## src/rtl/mem_copy_dma.sv

```systemverilog
// rtl/mem_copy_dma.sv - word-granular memory copy/fill engine driving the unified memory port
module mem_copy_dma #(
  parameter int LEN_W = 16
) (
  input  logic             clk,
  input  logic             reset,
  input  logic             start,
  input  logic [31:0]      src,
  input  logic [31:0]      dst,
  input  logic [LEN_W-1:0] len,
  input  logic             fill,
  input  logic [31:0]      fill_value,
  output logic             busy,
  output logic             done,
  output logic             err,
  output logic [31:0]      adr,
  output logic [31:0]      writedata,
  output logic             memwrite,
  input  logic [31:0]      readdata
);

  localparam logic [1:0] IDLE = 2'd0;
  localparam logic [1:0] RD   = 2'd1;
  localparam logic [1:0] WR   = 2'd2;
  localparam logic [1:0] FIN  = 2'd3;

  logic [1:0]       state;
  logic [31:0]      src_r;
  logic [31:0]      dst_r;
  logic [LEN_W-1:0] len_r;
  logic             fill_r;
  logic [31:0]      fill_value_r;
  logic [31:0]      data_r;
  logic             err_r;
  logic [LEN_W-1:0] idx;

  logic [LEN_W:0]   idx_next;
  logic             last;
  logic [31:0]      ofs;

  assign idx_next = {1'b0, idx} + (LEN_W + 1)'(1);
  assign last     = (idx_next == {1'b0, len_r});
  // Byte offset of the current word; wraps modulo 2^32 when added to a base.
  assign ofs      = {{(30 - LEN_W){1'b0}}, idx, 2'b00};

  always_ff @(posedge clk or negedge reset) begin
    if (!reset) begin
      state        <= IDLE;
      src_r        <= '0;
      dst_r        <= '0;
      len_r        <= '0;
      fill_r       <= 1'b0;
      fill_value_r <= '0;
      data_r       <= '0;
      err_r        <= 1'b0;
      idx          <= '0;
    end else begin
      case (state)
        IDLE: begin
          if (start) begin
            src_r        <= src;
            dst_r        <= dst;
            len_r        <= len;
            fill_r       <= fill;
            fill_value_r <= fill_value;
            idx          <= '0;
            if (((src[1:0] != 2'b00) && !fill) || (dst[1:0] != 2'b00)) begin
              err_r <= 1'b1;
              state <= FIN;
            end else if (len == '0) begin
              state <= FIN;
            end else if (fill) begin
              state <= WR;
            end else begin
              state <= RD;
            end
          end
        end
        RD: begin
          data_r <= readdata;
          state  <= WR;
        end
        WR: begin
          idx <= idx_next[LEN_W-1:0];
          if (last)        state <= FIN;
          else if (fill_r) state <= WR;
          else             state <= RD;
        end
        default: begin
          err_r <= 1'b0;
          state <= IDLE;
        end
      endcase
    end
  end

  always_comb begin
    adr       = '0;
    writedata = '0;
    case (state)
      RD: adr = src_r + ofs;
      WR: begin
        adr       = dst_r + ofs;
        writedata = fill_r ? fill_value_r : data_r;
      end
      default: ;
    endcase
  end

  assign memwrite = (state == WR);
  assign busy     = (state == RD) || (state == WR);
  assign done     = (state == FIN);
  assign err      = (state == FIN) && err_r;

endmodule

```

## config.mk

```make
export PLATFORM = sky130hd
export DESIGN_NAME = mem_copy_dma
export DESIGN_NICKNAME = d
export VERILOG_FILES = /design/src/rtl/mem_copy_dma.sv
export SDC_FILE = /design/constraint.sdc
export NUM_CORES = 1
export LEC_CHECK = 0
export CORE_AREA = 2 2 155 157
export CTS_CLUSTER_DIAMETER = 80
export DETAILED_ROUTE_END_ITERATION = 10
export DIE_AREA = 0 0 157 159
export GPL_TIMING_DRIVEN = 1
export PLACE_DENSITY = 0.78
export SYNTH_ARGS = -nofsm -noshare
export SYNTH_HDL_FRONTEND = slang
export SYNTH_SLANG_ARGS = --single-unit
```

## constraint.sdc

```tcl
create_clock -name clk -period 6.6 [get_ports clk]
set_clock_uncertainty 0.05 [all_clocks]
set_input_delay 0.66 -clock clk [delete_from_list [all_inputs] [get_ports clk]]
set_output_delay 0.66 -clock clk [all_outputs]
set_load 0.005 [all_outputs]
```

# Yosys cells after proc, flatten, opt, wreduce, memory -nomap -nowiden
# Cells that the tools add are included.
dict set report totals {
  in_bits 148
  word_cells 48
  ff_bits 164
  memories 0
  romBits 0
  latchBits 0
  out_inout_bits 68
  mem_bits_rw 0
}
dict set report classes {
  mul 0
  n_addsub 3
  magnitude_cmp 0
  div 0
  mux 15
  eq_ne 6
  n_bitwise 1
  reduce_logical 14
  shift 0
}
# cell count
set op_table {}
lappend op_table {{32-bit by 18-bit adder with 32-bit output} 2}
lappend op_table {{32-bit two-way mux} 2}
lappend op_table {{32-bit one-hot mux with 2 select lines} 1}
lappend op_table {{16-bit one-hot mux with 2 select lines} 1}
lappend op_table {{16-bit by 1-bit adder with 17-bit output, second input constant} 1}
lappend op_table {{17-bit by 16-bit equality test with 1-bit output} 1}
lappend op_table {{16-bit logical NOT} 1}
lappend op_table {{16-bit two-way mux} 1}
lappend op_table {{2-bit two-way mux} 6}
lappend op_table {{2-bit one-hot mux with 3 select lines} 1}
lappend op_table {{2-bit nonzero test} 3}
lappend op_table {{2-bit equality test, second input constant} 2}
lappend op_table {{2-bit != test, second input constant} 2}
lappend op_table {{2-bit AND reduction} 2}
lappend op_table {{3-bit AND reduction} 1}
lappend op_table {{2-bit by 1-bit equality test with 1-bit output, second input constant} 1}
lappend op_table {{1-bit logical AND} 2}
lappend op_table {{2-bit logical NOT} 1}
lappend op_table {{1-bit logical OR} 2}
lappend op_table {{1-bit two-way mux} 2}
lappend op_table {{1-bit one-hot mux with 2 select lines} 1}
lappend op_table {{2-bit OR reduction} 1}
lappend op_table {{1-bit logical NOT} 1}
lappend op_table {{1-bit NOT} 1}

# Depth between registers and ports, before layout
# Gate-level depths: netlist of the first run.
dict set report depth {
  depth_word 6
  mapped_depth 16
  depth_no_buf 11
}

# Worst setup path after synthesis of the first run
# OpenSTA, ideal clock, no wires.
dict set report synth_timing {
  path_type {register to output}
  startpoint {register state[0]}
  endpoint {output port adr[22]}
  path_slack_ns 2.107
  n_path_buf 5
  required_ns 5.890
  path_stages_with_launch 17
  arrival_ns 3.783
  path_cell_list {dfrtp_1 inv_1 ha_1 buf_6 buf_8 buf_2 buf_2 mux2_2 ha_1 fa_1 a211oi_2 o21a_1 a211oi_2 o32a_2 buf_4 a21o_1 a21oi_1}
}
dict set report synth_between {
  elab_chain_cells 2
  elab_cells_between_ends 3
  classes_between {eq/ne (2); mux (1)}
}
# element line
set synth_lines {}
lappend synth_lines {{start, declared} 27} ;# logic [1:0] state;
lappend synth_lines {{start signal, assigned} 48} ;# state <= IDLE;
lappend synth_lines {{start signal, assigned} 69} ;# state <= FIN;
lappend synth_lines {{start signal, assigned} 71} ;# state <= FIN;
lappend synth_lines {{2-bit equality test} n/a}
lappend synth_lines {{named net memwrite} 18} ;# output logic memwrite,
lappend synth_lines {{32-bit one-hot mux with 2 select lines} 100} ;# case (state)
lappend synth_lines {{end, declared} 16} ;# output logic [31:0] adr,
# The timed path passes the listed nets, and every way through them passes these cells.

# Worst setup path in the final report of the first run
dict set report layout_timing {
  startpoint {register state[0]}
  endpoint {output port adr[20]}
}
dict set report layout_between {
  elab_chain_cells 2
  elab_cells_between_ends 3
  classes_between {eq/ne (2); mux (1)}
}
# element line
set layout_lines {}
lappend layout_lines {{2-bit equality test or 2-bit by 1-bit equality test with 1-bit output (tied branches)} 100}
lappend layout_lines {{32-bit one-hot mux with 2 select lines (*)} 100}
# Every way passes the cells marked *; elsewhere a longest branch is shown, timed or not.

==> results of run 1 <==
-- routing by layer --
metal	wire length (µm)	share of wire (%)
met1	10600	44
met2	10900	46
met3	1930	8.1
met4	401	1.7
met5	0	0
-- worst max-delay path, stage by stage (launching register included) --
cell and delay, ns:
dfrtp_1 0.40, inv_1 0.12, ha_2 0.44, mux2_2 0.38
ha_1 0.21, fa_1 0.46, a211oi_2 0.29, o21a_1 0.21
a211oi_2 0.11, o32a_2 0.52, a21o_1 0.21, a21oi_1 0.23
clkdlybuf4s50_1 0.55
-- sequential cells by signal, indices dropped and copies added, names as in the netlist --
signal        count
data_r           32
dst_r            32
err_r             1
fill_r            1
fill_value_r     32
idx              16
len_r            16
src_r            32
state             2
-- where the power goes --
group | leakage, nW | internal, mW | switching, mW
combinational | 2.82 | 0.0880 | 0.0415
clock | 0.287 | 0.507 | 0.472
sequential | 2.19 | 1.01 | 0.00486
total | 5.30 | 1.61 | 0.519
-- kinds of logic (layout without fill, tap and decap cells) --
family	after synthesis	in the layout	synth area share, %
muxes	204	204	24.4
buffers and inverters	53	260	2.82
AOI/OAI and AO/OA	150	150	10.9
xor gates and xnor gates	22	22	2.09
DFF	164	164	44.5
adders and majority gates	24	24	3.31
and+or+nand+nor	206	206	12.0
-- layout by cell type (no fill, tap or decap), types with 6 or more instances in the layout --
master           count
a21o_1               7
a21oi_1             32
a31oi_1              8
and2_1               6
clkbuf_16           17
clkdlybuf4s50_1    214
dfrtp_1            163
ha_1                20
inv_1                8
inv_8                6
mux2_2             164
mux2i_1             40
nand2_1             28
nand3_1             13
nand4_1              7
nor2_1              67
nor2b_1             10
nor3_1              21
nor4_1              10
o21a_1              11
o21ai_0             35
o31ai_1              7
xnor2_1             11
xor2_1              11
-- final cells by class --
| type | count | share of cell area (%) |
|---|---|---|
| Multi-Input combinational cell | 606 | 40.0 |
| Clock inverter | 15 | 1.26 |
| Sequential cell | 164 | 33.7 |
| Timing Repair Buffer | 219 | 17.9 |
| Tap cell | 319 | 3.28 |
| Inverter | 9 | 0.278 |
| Clock buffer | 17 | 3.50 |
-- stage by stage --
| stage | power (mW) | utilization [%] | worst slack, ns |
|---|---|---|---|
| after floorplan | 1.05 | - | 2.11 |
| after global placement | 1.17 | 50.0 | 1.84 |
| after detailed placement | 1.17 | 50.0 | 1.78 |
| after CTS | 2.16 | 52.5 | 1.29 |
| after global routing | 2.21 | 52.5 | 1.05 |
| final | 2.13 | 52.5 | 1.30 |
-- worst max path at each step --
stage / startpoint / to / slack [ns] / cells after the start
3_3_place_gp: state[0] / adr[20] / 1.84 / 12
3_5_place_dp: state[0] / adr[20] / 1.78 / 12
6_report: state[0] / adr[20] / 1.30 / 12
2_1_floorplan: state[0] / adr[22] / 2.11 / 16
5_1_grt: state[0] / adr[25] / 1.05 / 12
4_1_cts: state[0] / adr[20] / 1.29 / 12
==> flow_summary.toml, run 1 <==
[worst_setup_path]
r2r_slack_ns = 3.82
rr_startpoint = "state[0]"
cp.required_ns = 5.89
crit_type = "flop to primary output"
ff2ff_path_depth = 5
crit_arrival_ns = 4.59
crit_path_max_fanout = 15
cp-end-kind = "primary output"
reg2reg_to = "src_r[20]"
cp-start-kind = "flop"

[logic_synthesis]
synth.distinct_cells = 78
yosysWarnings = 0
synthesis.nets = 994
synth-edff-count = 0
synth_top_area_cell = "dfrtp_1"
synthArstFlopShare_pct = 100
synth_area_leaders = "dfrtp_1 45%, mux2_2 20%, mux2i_1 4.3%"
synthCells = 823
yosys-top-cells-count = "164 x dfrtp_1, 164 x mux2_2, 67 x nor2_1"
syn_area_per_cell_um2 = 11.2
yosysTopAreaCellShare_pct = 44.5
synth_ff_type = "dfrtp_1"
ys_seq_area_share_pct = 44.5
synth_area_um2 = 9220
synth.ff_latch_count = 164

[detailed_routing]
num_vias = 7224
drt_iter0_markers = 364
drt_pre_antenna_iters = 5
drcViolationCount = 0
post_drt_wl_per_cell_um = 17.7
antenna_left = 0
via_per_inst = 5.36
drt-total-wl_mm = 23.8

[clock_network]
cts_max_level = 4
cts_tree = "built"
cts_buffer_depth = 2
cts_setup_buffers = 0
clk_pin_slew_ns = 0.07
cts_root_buf = "clkbuf_16"
cts_buffers = 17
clock_latency_ns = 0.43
post_cts_resized = 0
cts.sinks = 164
cts_hold_buffers = 0

[power]
p_per_area_nw_per_um2 = 175
leakage_nw = 5.30
peakVddDrop_mv = 0.143

[run_status]
outcome = "completed"

[global_routing]
met1_usage_pct = 25.3
grt_pass1_wl_mm = 39.1
antenna_found_initial = 0
use_met2_pct = 31.4
globalRouteOverflowTotal = 0
grtUsageTotal_pct = 19.6
grt_use_met3_pct = 6.78
grt_start_max_net_pins = 89
grt_busiest_layer = "met2"
grt_pass1_vias = 7556

[final_layout]
finalNonFillerCells = 1349
fin_area_um2 = 12200
drive_above_1_share_pct = 22.5
n_fill_cell = 2033
fin_nets = 1188
antenna_cells = 0
seqCellArea_um2 = 4110
multiInputGateArea_um2 = 4870
syn_to_final_growth_pct = 32.0

[sta]
finalHoldViolations = 0
holdWs_ns = 0.237
setup_violations = 0
rsz0062_at_grt = "false"
maxSlewHeadroom_pct = 25.7
worst_pin_slew_ns = 1.11
report.final.slew_viol_count = 0
fin_crit_sh_pct = 80.2
fmax_ghz = 0.189
setup_tns_ns = 0
min_period_ns = 5.30

[floorplanning]
coreArea_um2 = 23200
die_y_um = 159
fp-row-count = 56
ios = 216
die_area_um2 = 25000
die_w_um = 157
start_util_pct = 39.7

[min_path]
hold_path_class = "input pin to async pin"

[placement]
port_buffers = 215
routabilityCongestion = 0.866
dpl.hpwl_mm = 17.2
dp.cells = 1317
placed_cell_area_um2 = 11600

[run]
maxCapViolations = 0
Note: power is estimated with default switching activity, not from simulation.
==> run 2: changes to the inputs <==
PLACE_DENSITY = 0.8   (was 0.78)
clock period = 4.4 ns   (was 6.6 ns; I/O delays follow)
==> flow_summary.toml, run 2 (synthesis results as in run 1) <==
[sta]
fmax_ghz = 0.231
setup_violations = 0
report.final.slew_viol_count = 0
worst_pin_slew_ns = 1.09
setup_tns_ns = 0
rsz0062_at_grt = "true"
min_period_ns = 4.32
fin_crit_sh_pct = 98.3
worst_slack_ns = 0.0766
maxSlewHeadroom_pct = 27.2
finalHoldViolations = 0

[detailed_routing]
antenna_left = 0
highest_layer = "met4"
wl_met1_mm = 10.6
drt-total-wl_mm = 25.2
num_vias = 7392
met2WireLength_mm = 12.3
drt_pre_antenna_iters = 5
met3_length_mm = 1.95
drcViolationCount = 0
post_drt_wl_per_cell_um = 18.5
via_per_inst = 5.43
drt_iter0_markers = 444

[clock_network]
cts_tree = "built"
clk_pin_slew_ns = 0.07
cts_max_level = 4
cts.sinks = 164
cts_buffer_depth = 2
cts_root_buf = "clkbuf_16"
clock_latency_ns = 0.42
cts_buffers = 17

[floorplanning]
start_util_pct = 39.7
fp-row-count = 56
coreArea_um2 = 23200
die_y_um = 159
die_area_um2 = 25000
die_w_um = 157
ios = 216

[placement]
placed_cell_area_um2 = 11700
dpl.hpwl_mm = 17.4
post-place-ws_ns = 0.170
routabilityCongestion = 0.860
port_buffers = 215

[power]
p_per_area_nw_per_um2 = 255
leakage_nw = 5.55
peakVddDrop_mv = 0.276

[worst_setup_path]
cp.required_ns = 3.91
crit_arrival_ns = 3.83
ff2ff_path_depth = 11
cp-start-kind = "flop"
rr_startpoint = "state[0]"
reg2reg_to = "state[0]"
crit_path_max_fanout = 20
crit_type = "flop to primary output"
cp-end-kind = "primary output"
r2r_slack_ns = 1.50

[final_layout]
n_fill_cell = 1986
antenna_cells = 0
fin_nets = 1200
drive_above_1_share_pct = 25.5
syn_to_final_growth_pct = 36.3
final_common_cell = "clkdlybuf4s50_1"
final_cell_mix = "205 x clkdlybuf4s50_1, 164 x mux2_2, 163 x dfrtp_1"
fin_area_um2 = 12600

[global_routing]
grt_pass1_wl_mm = 40.3
grtUsageTotal_pct = 20.4
grt_pass1_vias = 7771
globalRouteOverflowTotal = 0
antenna_found_initial = 0
grt_start_max_net_pins = 94

[min_path]
hold_path_class = "flop to flop"
worstHoldStart = "src_r[20]"
whs_endpoint = "src_r[20]"
worstHoldPathCells = 1

[run_status]
outcome = "completed"

[run]
maxCapViolations = 0
[run 2: cell count changes in the layout (fill, tap and decap cells not counted), sizes merged, moves of 2 or more]
| cell | delta |
|---|---|
| buf | +9 |
| clkdlybuf4s50 | -9 |
| dlymetal6s2s | +9 |
| inv | -2 |
[run 2: layer usage]
| metal | GRT usage [%] | vias to the layer above |
|---|---|---|
| li1 | - | 3459 |
| met1 | 24.9 | 3638 |
| met2 | 34.7 | 262 |
| met3 | 6.40 | 33 |
| met4 | 5.75 | 0 |
| met5 | 0 | - |
[run 2: worst max path at each step]
stage | startpoint | endpoint | slack [ns] | cells past startpoint
finish | state[0] | adr[25] | 0.08 | 12
floorplan | state[0] | adr[24] | 0.13 | 16
global placement | state[0] | adr[26] | 0.23 | 12
global route | state[0] | adr[25] | -0.09 | 12
detailed placement | state[0] | adr[28] | 0.17 | 12
CTS | state[0] | adr[25] | 0.005 | 12
[run 2: critical path, stage by stage, from the launching register on]
cell and delay [ns]:
dfrtp_1 0.41, inv_2 0.10, ha_4 0.20, buf_12 0.18, mux2_2 0.37, ha_4 0.32, nand4_2 0.16, o31ai_2 0.20
a22oi_1 0.13, and3_4 0.23, or4_1 0.46, and3_1 0.19, clkdlybuf4s50_1 0.46
[run 2: power breakdown]
group	switching, mW	internal (mW)
clock	0.715	0.762
sequential	0.00721	1.52
combinational	0.0642	0.134
[run 2: final cells by class]
cell class	instances	area (µm²)	share of cell area (%)
Timing Repair Buffer	230	2360	18.8
Tap cell	319	399	3.18
Clock inverter	15	163	1.29
Sequential cell	164	4110	32.7
Multi-Input combinational cell	607	5070	40.4
Inverter	9	33.8	0.269
Clock buffer	17	425	3.39
[run 2: metrics by stage]
| stage | utilization (%) | hold WS, ns | cells | total power, mW |
|---|---|---|---|---|
| final | 54.2 | 0.449 | 1361 | 3.20 |
| after global routing | 54.2 | 0.465 | 1361 | 3.33 |
| after CTS | 53.3 | 0.452 | 1356 | 3.24 |
| after detailed placement | 50.2 | 0.436 | 1320 | 1.76 |
| after global placement | 50.2 | 0.432 | 1320 | 1.76 |
| after floorplan | - | 0.0944 | 823 | 1.58 |
[run 2: repair_timing]
item | in CTS | in global routing
resized for setup | 17 | 31
setup buffers | 1 | 5
hold buffers | 1 | 0
gates cloned | 2 | 0
pin swaps | 4 | 5
hold endpoints to repair | 4 | 0
endpoints found under the setup margin | 18 | 20
